--- config.mk ---
export PLATFORM = sky130hd
export DESIGN_NAME = load_store_unit
export DESIGN_NICKNAME = d
export VERILOG_FILES = /design/src/rtl/load_store_unit.sv
export SDC_FILE = /design/constraint.sdc
export NUM_CORES = 1
export LEC_CHECK = 0
export CORE_MARGIN = 4
export CORE_UTILIZATION = 45
export CTS_CLUSTER_DIAMETER = 120
export DETAILED_ROUTE_END_ITERATION = 16
export GPL_TIMING_DRIVEN = 0
export PLACE_DENSITY_LB_ADDON = 0.3
export SETUP_SLACK_MARGIN = 0.1
export SYNTH_ARGS = -nofsm -noshare
export SYNTH_HDL_FRONTEND = slang
export SYNTH_SLANG_ARGS = --single-unit
--- constraint.sdc ---
create_clock -name clk -period 7.4 [get_ports clk]
set_input_delay 1.48 -clock clk [delete_from_list [all_inputs] [get_ports clk]]
set_output_delay 1.48 -clock clk [all_outputs]
set_load 0.05 [all_outputs]
--- src/rtl/load_store_unit.sv ---
// load_store_unit: data-memory access stage of the RISC-V datapath.
//
// Takes the ALU result as the effective byte address and performs byte, halfword and word
// loads/stores over a valid/ack bus. The core is stalled while an access is in flight.
// Illegal, misaligned and timed-out accesses are reported with a one-cycle MemFault pulse.
//
// Ports:
//   clk, reset          clock, synchronous active-high reset
//   MemRead, MemWrite   load / store request (held stable by the core while Stall=1)
//   Funct3              access size/sign: 000 b, 001 h, 010 w, 100 bu, 101 hu
//   ALUResult           effective byte address
//   WriteData           store data (rs2)
//   ReadData            extended load result (registered)
//   Stall               core must hold PC and inputs this cycle
//   MemFault            one-cycle fault pulse
//   BusReq/BusWe/BusAddr/BusWData/BusBe   registered bus request outputs
//   BusAck, BusRData    bus completion and read data (valid in the same cycle)
module load_store_unit #(
  parameter int unsigned TIMEOUT_CYCLES = 255  // 0 disables the timeout
) (
  input  logic        clk,
  input  logic        reset,
  input  logic        MemRead,
  input  logic        MemWrite,
  input  logic [2:0]  Funct3,
  input  logic [31:0] ALUResult,
  input  logic [31:0] WriteData,
  output logic [31:0] ReadData,
  output logic        Stall,
  output logic        MemFault,
  output logic        BusReq,
  output logic        BusWe,
  output logic [31:0] BusAddr,
  output logic [31:0] BusWData,
  output logic [3:0]  BusBe,
  input  logic        BusAck,
  input  logic [31:0] BusRData
);

  // At least one bit so a disabled timeout still yields a legal vector.
  localparam int unsigned CntW = (TIMEOUT_CYCLES > 0) ? $clog2(TIMEOUT_CYCLES + 1) : 1;
  // Counter value seen in the last permitted REQ cycle (counter is 0 in the first one).
  localparam logic [CntW-1:0] CntLast = CntW'(TIMEOUT_CYCLES - 1);

  typedef enum logic [1:0] {StIdle, StReq, StDone} state_e;

  state_e          state_q;
  logic [CntW-1:0] cnt_q;
  logic            timeout_q;
  logic [1:0]      addr_lo_q;
  logic [2:0]      funct3_q;

  logic        request;
  logic        illegal;
  logic        misaligned;
  logic        fault_now;
  logic        start;
  logic [3:0]  be_d;
  logic [31:0] wdata_d;
  logic [31:0] shifted;
  logic [31:0] load_data;

  // Request decode
  always_comb begin
    request    = MemRead | MemWrite;
    illegal    = (MemRead & MemWrite) |
                 (MemWrite & (Funct3 >= 3'b011)) |
                 (MemRead & ((Funct3 == 3'b011) | (Funct3[2:1] == 2'b11)));
    misaligned = ((Funct3[1:0] == 2'b01) & ALUResult[0]) |
                 ((Funct3 == 3'b010) & (|ALUResult[1:0]));
    fault_now  = (state_q == StIdle) & request & (illegal | misaligned);
    start      = (state_q == StIdle) & request & ~(illegal | misaligned);
  end

  // Byte enables and lane-replicated store data
  always_comb begin
    be_d    = 4'b1111;
    wdata_d = WriteData;
    unique case (Funct3[1:0])
      2'b00: begin
        be_d    = 4'b0001 << ALUResult[1:0];
        wdata_d = {4{WriteData[7:0]}};
      end
      2'b01: begin
        be_d    = ALUResult[1] ? 4'b1100 : 4'b0011;
        wdata_d = {2{WriteData[15:0]}};
      end
      default: begin
        be_d    = 4'b1111;
        wdata_d = WriteData;
      end
    endcase
  end

  // Load extraction uses the size and offset latched at request time.
  always_comb begin
    shifted   = BusRData >> {addr_lo_q, 3'b000};
    load_data = shifted;
    unique case (funct3_q)
      3'b000:  load_data = {{24{shifted[7]}}, shifted[7:0]};
      3'b001:  load_data = {{16{shifted[15]}}, shifted[15:0]};
      3'b100:  load_data = {24'b0, shifted[7:0]};
      3'b101:  load_data = {16'b0, shifted[15:0]};
      default: load_data = shifted;
    endcase
  end

  always_comb begin
    Stall    = start | (state_q == StReq);
    MemFault = fault_now | ((state_q == StDone) & timeout_q);
  end

  always_ff @(posedge clk) begin
    if (reset) begin
      state_q   <= StIdle;
      cnt_q     <= '0;
      timeout_q <= 1'b0;
      addr_lo_q <= 2'b00;
      funct3_q  <= 3'b000;
      ReadData  <= '0;
      BusReq    <= 1'b0;
      BusWe     <= 1'b0;
      BusAddr   <= '0;
      BusWData  <= '0;
      BusBe     <= '0;
    end else begin
      unique case (state_q)
        StIdle: begin
          timeout_q <= 1'b0;
          if (start) begin
            BusReq    <= 1'b1;
            BusWe     <= MemWrite;
            BusAddr   <= {ALUResult[31:2], 2'b00};
            BusWData  <= wdata_d;
            BusBe     <= be_d;
            addr_lo_q <= ALUResult[1:0];
            funct3_q  <= Funct3;
            cnt_q     <= '0;
            state_q   <= StReq;
          end else if (fault_now) begin
            ReadData <= '0;
          end
        end
        StReq: begin
          // An ack in the last permitted cycle still completes the access.
          if (BusAck) begin
            BusReq <= 1'b0;
            if (!BusWe) begin
              ReadData <= load_data;
            end
            state_q <= StDone;
          end else if ((TIMEOUT_CYCLES != 0) && (cnt_q == CntLast)) begin
            BusReq    <= 1'b0;
            ReadData  <= '0;
            timeout_q <= 1'b1;
            state_q   <= StDone;
          end else begin
            cnt_q <= cnt_q + CntW'(1);
          end
        end
        StDone: begin
          timeout_q <= 1'b0;
          state_q   <= StIdle;
        end
        default: state_q <= StIdle;
      endcase
    end
  end

endmodule

==> reports/qor.csv <==
metric,value,unit
worstPathMaxFanout,10,
critPathCaptureType,output port,
max_slew_margin,29.9,%
cts.sinks,116,
drv_slew,0,
syn_to_final_growth,51.8,%
fin_crit_sh,82.9,%
die_y,118,µm
clk_path_buf_depth,2,
routed_via_density,5.57,
leakagePower,3.04,nW
wire_per_inst,17.9,µm
io_buffers,202,
htreeDepth,4,
initial_core_util,46.7,%
critPathBufInv,4,
pwr_density_cell,240,nW/µm²
syn_area_per_cell,8.24,µm²
ant_nets,0,
drive_gt1_share,7.28,%
ioPinCount,208,
first_pass_iters,5,
hpwl,14200,µm
hold_ws,0.450,ns
synthSimpleGateAreaFrac,19.1,%
synth_common_cells,"160 x nand2_1, 116 x dfxtp_1, 77 x a21oi_1, 57 x mux2i_1, 41 x nor2_1",
synth_compound_area_share,17.6,%
synth.most_common_cell,nand2_1,
fmax,163,MHz
crit_type,input port to output port,
period_needed,6.14,ns
fin_cells,1036,
setup_violations,0,
drt_wl_total,18600,µm
grt_overflow_total,0,
yosys.area.top_type,dfxtp_1,
synth_mux_area_share,14.7,%
grt_max_degree,17,
status,"complete, no violations",
post_cts_buffers,0,
path_cells,clkdlybuf4s50_1 -> a211o_1 -> a2111oi_0 -> nand2_1 -> clkbuf_1 -> clkbuf_1 -> nand2_1 -> clkdlybuf4s50_1,
cts_tree,done,
worstPathArrival,4.66,ns
ys_seq_area_share,42.8,%
yosysUniqueCellTypes,46,
syn_inst,658,
ir_worst_vdd,0.000179,V
critPathLaunchType,input port,
ys_async_sr_fraction,0,%
antenna_found_initial,0,
grt_first_pass_wirelength,29500,µm
std_cell_rows,39,
synth.top_cell.area_share,42.8,%
hold_class,flip-flop to flip-flop,
die_w,118,µm
critPathRequiredTime,5.92,ns
gr-usage-all-layers,26.2,%
synth_top_family_by_area,simple AND/OR/NAND/NOR gates,
rsz0062_at_grt,false,
drcViolationCount,0,
clkTransAtPathRegs,0.05,ns
antenna_cells,0,
worst_pin_slew,1.04,ns
cts_buffers,17,
post_cts_resized,0,
fin_tns_setup,0,ns
maxCapViolCount,0,
max_stage_delay,0.82,ns
skew,0.00785,ns
synth_xor_area_share,0.162,%
core,11600,µm²
num-fill-cells,923,
clk_latency,0.41,ns
layout.nets,986,
dp_cells,1004,
p_total,1.98,mW
first_iter_violations,434,
ys_seq_elements,116,
ys_warn_count,0,
hold_buffers,0,
hold_viol,0,
crit_family,buffers and inverters,
vias,5775,
synth_edf_count,0,
ys_top_cells_by_area,"dfxtp_1 43%, nand2_1 11%, mux2i_1 11%",
ctsRootBufferMaster,clkbuf_16,
grt_pass1_vias,5745,
die_area,13900,µm²
synth_fa_ha_area_share,0.461,%
syn_area,5420,µm²
gp_congestion,0.906,
slowest_stage,clkdlybuf4s50_1,
ys.flop_type,dfxtp_1,
==> registers in the layout (all words and copies together) (netlist names) <==
name,flops
BusWData,32
ReadData,32
BusAddr,30
cnt_q,8
BusBe,4
funct3_q,3
addr_lo_q,2
state_q,2
BusReq,1
BusWe,1
timeout_q,1
==> area by class of cell <==
cell class              count  area [µm²]  area share (%)
inverters                   7        26.3           0.319
flip-flops and latches    116        2320            28.2
multi-input cells         482        2830            34.3
clock inverters             9         126            1.54
well taps                 143         179            2.17
plain buffers              54         253            3.07
clock buffers              23         478            5.81
repair buffers            202        2020            24.6
==> worst register-to-register path: stages, from the launching register on <==
cell and delay (ns):
dfxtp_1 0.38, inv_1 0.06, ha_1 0.18, and2_1 0.18, a311oi_1 0.56, a21oi_1 0.18
clkbuf_1 0.27, or3_1 0.39, a21oi_1 0.14
==> kinds of logic after synthesis <==
logic type	after synthesis
other cells	1
mux	74
fa+ha+maj	2
buf+inv	61
xor+xnor	1
compound gates	159
simple gates	244
flops	116
==> stage by stage <==
stage | area, µm² | utilization, % | setup slack (ns)
after floorplan | 5430 | - | 2.56
after global placement | 7630 | 65.7 | 1.39
after detailed placement | 7630 | 65.7 | 1.32
after CTS | 8230 | 70.9 | 1.27
after global routing | 8230 | 70.9 | 1.03
final | 8230 | 70.9 | 1.26
==> power breakdown <==
part	switching, mW	leakage [nW]	internal [mW]
clock	0.280	0.297	0.554
combinational	0.283	1.80	0.178
sequential	0.0217	0.944	0.660
total	0.585	3.04	1.39
==> path summary, 6_finish.rpt <==
check,from,to,slack (ns),cells past startpoint
worst max-delay path,Funct3[2],Stall,1.26,8
worst min-delay path,BusWData[30],BusWData[30],0.45,2
worst max register to register,cnt_q[0],cnt_q[6],4.99,8
worst min register to register,BusWData[30],BusWData[30],0.45,2
==> metal layers <==
metal / wire, µm / vias up / global-route usage [%] / part of all wire, %
met3: 1840 / 40 / 9.37 / 9.9
met2: 8970 / 307 / 44.8 / 48
met1: 7290 / 2716 / 30.5 / 39
met4: 443 / 0 / 8.35 / 2.4
li1: - / 2712 / - / -
met5: 0 / - / 0 / 0
==> cell usage in the layout (no fill, tap or decap), types with 4 or more instances in the layout <==
cell type and count:
mux2_4 6, o211ai_1 15, dfxtp_1 116, nand2_1 160
mux2_2 10, nor2b_1 9, clkdlybuf4s50_1 202, buf_1 4
inv_1 5, a21oi_1 77, a311oi_1 12, a211oi_1 10
mux2i_1 57, clkbuf_1 36, clkbuf_16 17, nor2_1 41
buf_2 10, buf_4 4, o21ai_0 30, nand2b_1 14
clkinv_2 4
Note: power is estimated with default switching activity, not from simulation.
